===== config.mk =====
export PLATFORM = sky130hd
export DESIGN_NAME = sid_wr_sched
export DESIGN_NICKNAME = d
export VERILOG_FILES = /design/src/rtl/sid_wr_sched.sv
export SDC_FILE = /design/constraint.sdc
export NUM_CORES = 1
export LEC_CHECK = 0
export ABC_AREA = 1
export BUFFER_PORTS_ARGS = -buffer_cell sky130_fd_sc_hd__buf_2
export CORE_ASPECT_RATIO = 1.4
export CORE_MARGIN = 3
export CORE_UTILIZATION = 30
export DETAILED_ROUTE_END_ITERATION = 8
export GPL_TIMING_DRIVEN = 1
export PLACE_DENSITY = 0.47
export SETUP_SLACK_MARGIN = 0.1
export SLEW_MARGIN = 20
export SYNTH_ARGS = -nofsm -noshare
export SYNTH_HDL_FRONTEND = slang
export SYNTH_SLANG_ARGS = --single-unit

===== constraint.sdc =====
create_clock -name clk -period 3.69 [get_ports clk]
set_clock_uncertainty 0.05 [all_clocks]
set_input_delay 0.1845 -clock clk [delete_from_list [all_inputs] [get_ports clk]]
set_output_delay 0.1845 -clock clk [all_outputs]
set_load 0.02 [all_outputs]

===== src/rtl/sid_wr_sched.sv =====
// sid_wr_sched: schedules register writes into the sid8580 register port.
//
// Two sources share the port: the 6510 CPU bus (highest priority, one-entry
// holding register) and a tune-player / loader stream buffered in a FIFO. At
// most one write is issued per 1 MHz slot (ce_1m), so SID register timing
// matches the real bus. A starvation counter forces one player grant after
// STARVE_LIM consecutive CPU grants while the FIFO holds data.
//
// Optional build macro: SID_SHADOW_EN -- adds a 25x8 shadow RAM of every issued
// write (the SID registers are write-only), read back on shadow_addr/shadow_data
// with one cycle of latency. Without it shadow_data is tied to 8'h00.
//
// Ports:
//   clk, reset        system clock; asynchronous active-high reset
//   ce_1m             1 MHz slot enable, one clk wide
//   cpu_we/addr/data  CPU write strobe, register address (also read path), data
//   cpu_overrun       sticky: a pending CPU write was overwritten
//   ply_en            player enable; 0 flushes the FIFO
//   ply_valid/addr/data, ply_ready   player push handshake
//   fifo_level        FIFO occupancy (0 .. 2^FIFO_AW)
//   sid_we/addr/data  register port towards the SID core
//   shadow_addr/data  shadow readback (optional feature)

module sid_wr_sched #(
  parameter int FIFO_AW    = 4,
  parameter int STARVE_LIM = 8
) (
  input  logic             clk,
  input  logic             reset,
  input  logic             ce_1m,
  input  logic             cpu_we,
  input  logic [4:0]       cpu_addr,
  input  logic [7:0]       cpu_data,
  output logic             cpu_overrun,
  input  logic             ply_en,
  input  logic             ply_valid,
  input  logic [4:0]       ply_addr,
  input  logic [7:0]       ply_data,
  output logic             ply_ready,
  output logic [FIFO_AW:0] fifo_level,
  output logic             sid_we,
  output logic [4:0]       sid_addr,
  output logic [7:0]       sid_data,
  input  logic [4:0]       shadow_addr,
  output logic [7:0]       shadow_data
);

  localparam int               DEPTH      = 1 << FIFO_AW;
  localparam logic [FIFO_AW:0] FULL_LVL   = (FIFO_AW + 1)'(DEPTH);
  localparam logic [FIFO_AW:0] PTR_ONE    = (FIFO_AW + 1)'(1);
  localparam logic [7:0]       STARVE_MAX = 8'(STARVE_LIM);
  localparam logic [4:0]       LAST_REG   = 5'h18;

  typedef enum logic [1:0] {
    SRC_NONE,
    SRC_CPU,
    SRC_PLY
  } src_e;

  typedef struct packed {
    logic [4:0] addr;
    logic [7:0] data;
  } wr_t;

  wr_t              cpu_hold;
  logic             cpu_pend;
  wr_t              fifo_mem [DEPTH];
  // One extra pointer bit separates full from empty when the indices match.
  logic [FIFO_AW:0] wr_ptr;
  logic [FIFO_AW:0] rd_ptr;
  logic [7:0]       starve_cnt;
  logic [4:0]       sid_addr_w;
  logic             fifo_empty;
  logic             fifo_full;
  logic             push;
  logic             store;
  wr_t              fifo_head;
  wr_t              granted;
  src_e             grant;

  assign fifo_level = wr_ptr - rd_ptr;
  assign fifo_empty = (fifo_level == '0);
  assign fifo_full  = (fifo_level == FULL_LVL);
  assign ply_ready  = ~reset & ply_en & ~fifo_full;
  assign push       = ply_valid & ply_ready;
  // Out-of-range player addresses complete the handshake but are dropped.
  assign store      = push & (ply_addr <= LAST_REG);
  assign fifo_head  = fifo_mem[rd_ptr[FIFO_AW-1:0]];

  // Grant looks only at registered state, so a cpu_we or push arriving in
  // the slot cycle itself waits for the next slot.
  always_comb begin
    // NOTE: every signal written here gets a default first; a path that leaves
    // one unassigned would infer a latch.
    grant = SRC_NONE;
    if (ce_1m) begin
      if (!fifo_empty && (!cpu_pend || starve_cnt == STARVE_MAX)) begin
        grant = SRC_PLY;
      end else if (cpu_pend) begin
        grant = SRC_CPU;
      end
    end
  end

  assign granted  = (grant == SRC_CPU) ? cpu_hold : fifo_head;
  assign sid_addr = sid_we ? sid_addr_w : cpu_addr;

  // CPU holding register. A write landing on the grant edge of the current
  // entry simply becomes the next pending entry.
  always_ff @(posedge clk or posedge reset) begin
    // NOTE: state registers use non-blocking assignments so every block sees
    // the pre-edge values regardless of evaluation order.
    if (reset) begin
      cpu_pend    <= 1'b0;
      cpu_hold    <= '0;
      cpu_overrun <= 1'b0;
    end else if (cpu_we) begin
      cpu_hold <= '{addr: cpu_addr, data: cpu_data};
      cpu_pend <= 1'b1;
      if (cpu_pend && grant != SRC_CPU) begin
        cpu_overrun <= 1'b1;
      end
    end else if (grant == SRC_CPU) begin
      cpu_pend <= 1'b0;
    end
  end

  // FIFO pointers; a flush wins over a pop taken at the same edge, but that
  // pop's data is still issued below.
  always_ff @(posedge clk or posedge reset) begin
    if (reset) begin
      wr_ptr <= '0;
      rd_ptr <= '0;
    end else begin
      if (store) begin
        wr_ptr <= wr_ptr + PTR_ONE;
      end
      if (!ply_en) begin
        rd_ptr <= wr_ptr;
      end else if (grant == SRC_PLY) begin
        rd_ptr <= rd_ptr + PTR_ONE;
      end
    end
  end

  // NOTE: storage array is deliberately not reset; the pointers alone define
  // which entries are valid, and an unreset array maps onto RAM.
  always_ff @(posedge clk) begin
    if (store) begin
      fifo_mem[wr_ptr[FIFO_AW-1:0]] <= '{addr: ply_addr, data: ply_data};
    end
  end

  // Counts CPU grants taken while the player is waiting.
  always_ff @(posedge clk or posedge reset) begin
    if (reset) begin
      starve_cnt <= '0;
    end else if (grant == SRC_PLY || fifo_empty) begin
      starve_cnt <= '0;
    end else if (grant == SRC_CPU) begin
      starve_cnt <= starve_cnt + 8'd1;
    end
  end

  // Issue register: one-clk write strobe after each grant edge.
  always_ff @(posedge clk or posedge reset) begin
    if (reset) begin
      sid_we     <= 1'b0;
      sid_addr_w <= '0;
      sid_data   <= '0;
    end else begin
      sid_we <= (grant != SRC_NONE);
      if (grant != SRC_NONE) begin
        sid_addr_w <= granted.addr;
        sid_data   <= granted.data;
      end
    end
  end

`ifdef SID_SHADOW_EN
  logic [7:0] shadow_mem [25];

  // Recorded at the grant edge, so a readback issued in the following cycle
  // already sees the new value.
  always_ff @(posedge clk or posedge reset) begin
    if (reset) begin
      for (int i = 0; i < 25; i++) begin
        shadow_mem[i] <= '0;
      end
      shadow_data <= '0;
    end else begin
      if (grant != SRC_NONE && granted.addr <= LAST_REG) begin
        shadow_mem[granted.addr] <= granted.data;
      end
      shadow_data <= (shadow_addr <= LAST_REG) ? shadow_mem[shadow_addr] : 8'h00;
    end
  end
`else
  logic shadow_addr_unused;
  assign shadow_addr_unused = ^shadow_addr;
  assign shadow_data        = 8'h00;
`endif

endmodule


# After elaboration in Yosys (flattened, before gate mapping)
# Memory sizes are Yosys's and may differ from the RTL's.
# Index checks and enable logic that the tools add are counted.
# op_classes
add_sub_neg	4
order_cmp	1
n_eq_ne	6
muxes	13
bitwise_logic	6
n_reduce_logical	11
# op_table
cell	count
$mux W8	2
$mux W5	3
$mux W13	1
$add A5 B1 Y5 const B	2
$add A8 B1 Y8 const B	1
$eq A8 B4 Y1 const B	1
$reduce_bool A2 Y1	3
$eq A5 B5 Y1 const B	1
$le A5 B5 Y1 const B	1
$logic_not A5 Y1	1
$mux W1	5
$sub A5 B5 Y5	1
$and A1 B1 Y1	4
$mux W2	2
$ne A2 B1 Y1 const B	2
$eq A2 B1 Y1 const B	1
$eq A2 B2 Y1 const B	1
$logic_and A1 B1 Y1	2
$logic_not A1 Y1	2
$logic_or A1 B1 Y1	2
$not A1 Y1	2
$reduce_and A2 Y1	1
# totals
register_bits	47
ram_bits	208
inputBits	37
output_inout_bits	29
wordCells	52
n_memories	1
# mem_list
memory	words	width	read_ports	rd_ports_with_merged_regs	wr	line	source
fifo_mem	16	13	1	0	1	67	wr_t fifo_mem [DEPTH];

# Longest topological paths before layout
# logic_depth
ltp_word	9
ltp_mapped	15
ltp_nobuf	14

# Worst setup path before layout
# No wires, ideal clock.
# synth_timing
path_kind	register to register
from	register rd_ptr[1]
to	memory fifo_mem[14][0] (netlist name), enable pin
setup_ns	0.382
t_arrival_ns	2.988
required_ns	3.258
slack_ns	0.270
path_stages_with_launch	15
path_buffers	3
synth_period_minus_slack_ns	3.420
cell_sequence	dfrtp_1 -> clkbuf_1 -> inv_1 -> clkbuf_1 -> fa_1 -> nand2_1 -> inv_1 -> nor2_1 -> nor2_2 -> nand3_2 -> o21ai_2 -> nor2_4 -> nand2_4 -> buf_6 -> nor2_1
# synth_via
elab_chain_len	8
# synth_lines
element	line	source
from (decl)	70	logic [FIFO_AW:0] rd_ptr;
from (signal assigned)	139	rd_ptr <= wr_ptr;
from (signal assigned)	141	rd_ptr <= rd_ptr + PTR_ONE;
$sub A5 B5 Y5	81	assign fifo_level = wr_ptr - rd_ptr;
named net fifo_level[2]	40	output logic [FIFO_AW:0] fifo_level,
$eq A5 B5 Y1	83	assign fifo_full = (fifo_level == FULL_LVL);
$not A1 Y1	84	assign ply_ready = ~reset & ply_en & ~fifo_full;
$and A1 B1 Y1	84	
named net ply_ready	39	output logic ply_ready,
$and A1 B1 Y1	85	assign push = ply_valid & ply_ready;
$and A1 B1 Y1	87	assign store = push & (ply_addr <= LAST_REG);
$mux W1	149	if (store) begin
$mux W1 (implied by the code)	150	fifo_mem[wr_ptr[FIFO_AW-1:0]] <= '{addr: ply_addr, data: ply_data};
to (decl)	67	
# The timed path passes the listed nets, and every way through them passes these cells.

# Final worst setup path
# layout_timing
from	register wr_ptr[0]
to	output port ply_ready
# layout_via
elab_chain_len	4
# layout_lines
element	line	source
from (decl)	69	logic [FIFO_AW:0] wr_ptr;
from (signal assigned)	136	wr_ptr <= wr_ptr + PTR_ONE;
$sub A5 B5 Y5	81	
$eq A5 B5 Y1	83	
$not A1 Y1	84	
$and A1 B1 Y1	84	
to (decl)	39	
# No other way between the ends.

==> implementation parameters <==
Parameter                              Value

CTS
  TritonCTS clock tree ... built
  Clock tree buffer depth ... 3
  Cts bufs inserted ... 27
  Clock transition time at the flip-flop clock pins of the worst setup and hold paths ... 60 ps
  CTS resizes ... 0
  Number of levels the H-tree was split into ... 1
  Clock insertion delay at the later pin of the skew report ... 540 ps
  Sinks on the clock net ... 255
  CTS Root Cell ... clkbuf_16
  Post-CTS Setup Bufs ... 0

Synthesis
  Post-synthesis cell type count ... 40
  Leading area contributor after synthesis ... edfxtp_1
  Synth async-reset ratio ... 18.4%
  Syn avg cell area ... 10.4 um^2
  Post-synthesis share of cell area spent on and, or, nand and nor gates ... 19.7%
  Synthesized netlist cell count ... 1,081
  Complex-gate fraction of the synthesized area ... 7.03%
  Flip-flop and latch count after synthesis ... 255
  Synthesis Warnings ... 0
  XOR/XNOR share of the synthesized area ... 0.781%
  Most area-consuming cells after synthesis ... edfxtp_1 (56%), dfrtp_1 (10%), nand2_1 (8.9%), nor2_1 (6.4%), o21ai_0 (5.2%)
  Adder and majority gate portion of the synthesized area ... 1.41%
  Ys flop type ... edfxtp_1
  Total standard cell area after synthesis ... 11,200 um^2
  Share of the yosys chip area belonging to registers ... 66.2%
  Count of flip-flops with a built-in enable after synthesis ... 208
  Main combinational cell family by area after synthesis ... simple AND/OR/NAND/NOR gates
  Post-synth top area share ... 55.7%
  Mux cell area share after synthesis ... 0.402%

Final layout
  Layout cells sized above 1 ... 11.7%
  Non-filler instance count after layout ... 1,642
  Layout Nets ... 1,207
  Footprint of the flip-flops and latches ... 7430 um^2
  Final std cell area, no fill ... 13,000 um^2
  # diodes ... 0
  Number of filler instances in the final layout ... 3,720
  Synthesis-to-layout area growth ... 15.6%
  Area used by multi-input combinational logic ... 3310 um^2

Power
  Relative contribution of the clock network to total power ... 27.2%
  Sequential share of power ... 39.1%
  Maximum ir drop on the vdd rail ... 0.338 mV
  Pwr Total ... 8.82 mW
  Gate power share ... 33.7%
  Leakage power ... 5.09 nW
  Switching Fraction ... 36.9%
  Power Dens Cells ... 680 nW/um^2
  Switching power total ... 3.25 mW
  Power Internal ... 5.56 mW

STA
  Max transition margin ... 42.8%
  # setup viols final ... 0
  Fin crit share ... 82.6%
  Setup repair after global routing missed its margin ... false
  Final hold violations ... 0
  Worst Max-Slew Pin Slew ... 857 ps
  Max-slew violation count ... 0
  Setup TNS ... 0 ps
  Smallest hold slack ... 23.8 ps
  Maximum clock frequency ... 328 MHz
  Minimum period implied by the final worst setup slack ... 3050 ps

Global routing
  Total track usage ... 13.7%
  Met3 Use GR ... 1.60%
  Antenna violations before repair ... 0
  Largest net degree at the start of global routing ... 81
  Grt total ovfl ... 0
  Met2 global-route usage ... 24.9%
  Met1 Track Usage GR ... 17.2%
  Layer carrying the most global-route usage ... met2
  First-pass GRT wire length ... 42,900 um
  Vias in the first global route ... 7,525

Die
  I/O pin count ... 66
  Core footprint ... 36,800 um^2
  Number of rows in the core area ... 83
  DIE HEIGHT ... 235 um
  DIE AREA ... 39,800 um^2
  Initial core utilization ... 30.5%
  Die width ... 169 um

Place
  Post-DP HPWL ... 16,400 um
  Port Buf Inserts ... 52
  Placed cell area ... 12,000 um^2
  Gp weighted congestion ... 0.754
  Placed Cells ... 1,574

Drt
  Detail-routed net length per standard cell ... 16.6 um
  Vias after detailed routing ... 7,585
  Final ANT Viol Nets ... 0
  Starting DRT DRC Count ... 551
  Total routed wirelength ... 27,300 um
  Remaining design rule violation count ... 0
  Drt pass-1 iters ... 6
  Drt via density ... 4.62

Critical path
  Required arrival time at the worst endpoint ... 3460 ps
  Crit start category ... flop
  Endpoint type of the worst setup path ... primary output
  Type of the worst setup path ... flop to primary output
  Top fanout value on the critical path ... 10
  Crit path DAT ... 2810 ps

Status
  Outcome ... completed

Min path
  Worst hold path class ... input pin to flop

Run
  Number of max-cap violations ... 0
## registers in the layout, indices dropped and copies added, names as in the netlist
signal / cells
sid_we: 1
starve_cnt: 8
cpu_pend: 1
cpu_hold: 13
fifo_mem: 208
wr_ptr: 5
cpu_overrun: 1
sid_addr_w: 5
sid_data: 8
rd_ptr: 5
## placed cells by master, fill, tap and decap left out, types with 2 or more instances in the layout
cell type / Yosys / routed
a21oi_1: 5 / 5
buf_2: 24 / 52
buf_4: 12 / 27
clkbuf_1: 20 / 5
clkbuf_16: 0 / 27
clkinv_1: 2 / 9
clkinv_2: 0 / 6
conb_1: 1 / 8
dfrtp_1: 47 / 45
dlygate4sd3_1: 0 / 22
edfxtp_1: 208 / 208
ha_1: 11 / 11
inv_1: 42 / 41
inv_2: 2 / 2
mux2_2: 4 / 4
nand2_1: 265 / 265
nand2_2: 2 / 2
nand2_4: 3 / 3
nand3_1: 73 / 73
nand3_2: 2 / 2
nand4_1: 3 / 3
nor2_1: 191 / 191
nor2_2: 2 / 2
o211ai_1: 4 / 4
o21ai_0: 117 / 117
o21ai_1: 9 / 9
o21ai_2: 2 / 2
o22ai_1: 4 / 4
xnor2_1: 2 / 2
xor2_1: 8 / 8
## layer usage
metal / vias to the layer above / part of all wire (%)
li1: 3779 / -
met1: 3672 / 44
met2: 103 / 51
met3: 31 / 3.0
met4: 0 / 1.7
met5: - / 0
## stage by stage
stage          util, %  worst slack (ps)
2_1_floorplan        -               270
3_3_place_gp      32.6               714
3_5_place_dp      32.6               673
4_1_cts           35.3               578
5_1_grt           35.3               417
6_report          35.3               641
## cells in the mapped netlist (3+ instances only)
cell and n:
o21ai_0 117, clkbuf_1 20, edfxtp_1 208, o211ai_1 4, ha_1 11, a21oi_1 5
o21ai_1 9, dfrtp_1 47, inv_1 42, buf_6 4, nand4_1 3, nand2_1 265
buf_4 12, nand3_1 73, o22ai_1 4, nor2_1 191, nand2_4 3, mux2_2 4
xor2_1 8, buf_2 24
## layout make-up
cell class	count	area share, %
repair buffers	102	5.42
well taps	467	4.51
multi-input cells	726	25.6
clock buffers	32	5.36
inverters	46	1.34
clock inverters	14	0.521
flip-flops and latches	255	57.3
## cell families (layout without fill, tap and decap cells)
| group | count (synthesis) | after routing |
|---|---|---|
| xor+xnor | 10 | 10 |
| fa+ha+maj | 12 | 12 |
| other cells | 1 | 8 |
| mux | 4 | 4 |
| buf+inv | 107 | 194 |
| simple gates | 545 | 545 |
| compound gates | 147 | 147 |
| flops | 255 | 255 |
## timing repair
item / in CTS / in global routing
hold buffers: 22 / 0
hold endpoints to repair: 149 / 0
endpoints found under the setup margin: 0 / 0
## power groups by stage
stage               logic [mW]  clock network [mW]  registers (mW)
floorplan                 2.14                   0            3.51
global placement          3.01                   0            3.50
detailed placement        3.02                   0            3.50
CTS                       3.05                2.49            3.45
global route              3.41                2.61            3.47
finish                    2.97                2.40            3.45
## path summary, 6_finish.rpt
check	from	endpoint	slack (ps)	depth (start not counted)
setup / recovery	wr_ptr[0]	ply_ready	640	10
hold / removal	ply_data[2]	fifo_mem[8][2]	20	1
setup reg to reg	wr_ptr[0]	fifo_mem[13][10]	740	14
hold reg to reg	sid_data[3]	sid_data[3]	420	2
max in group asynchronous	reset	rd_ptr[0]	2710	3
min in group asynchronous	reset	rd_ptr[4]	300	3
## critical path: stages (launching register included)
cell and delay [ps]:
dfrtp_1 430, inv_1 140, ha_1 210, inv_1 80, fa_1 430, or2_1 250, nor2_2 170, nand3_2 120
o21ai_2 190, nor2_4 100, buf_2 170
Power figures use the tool's default switching activity.
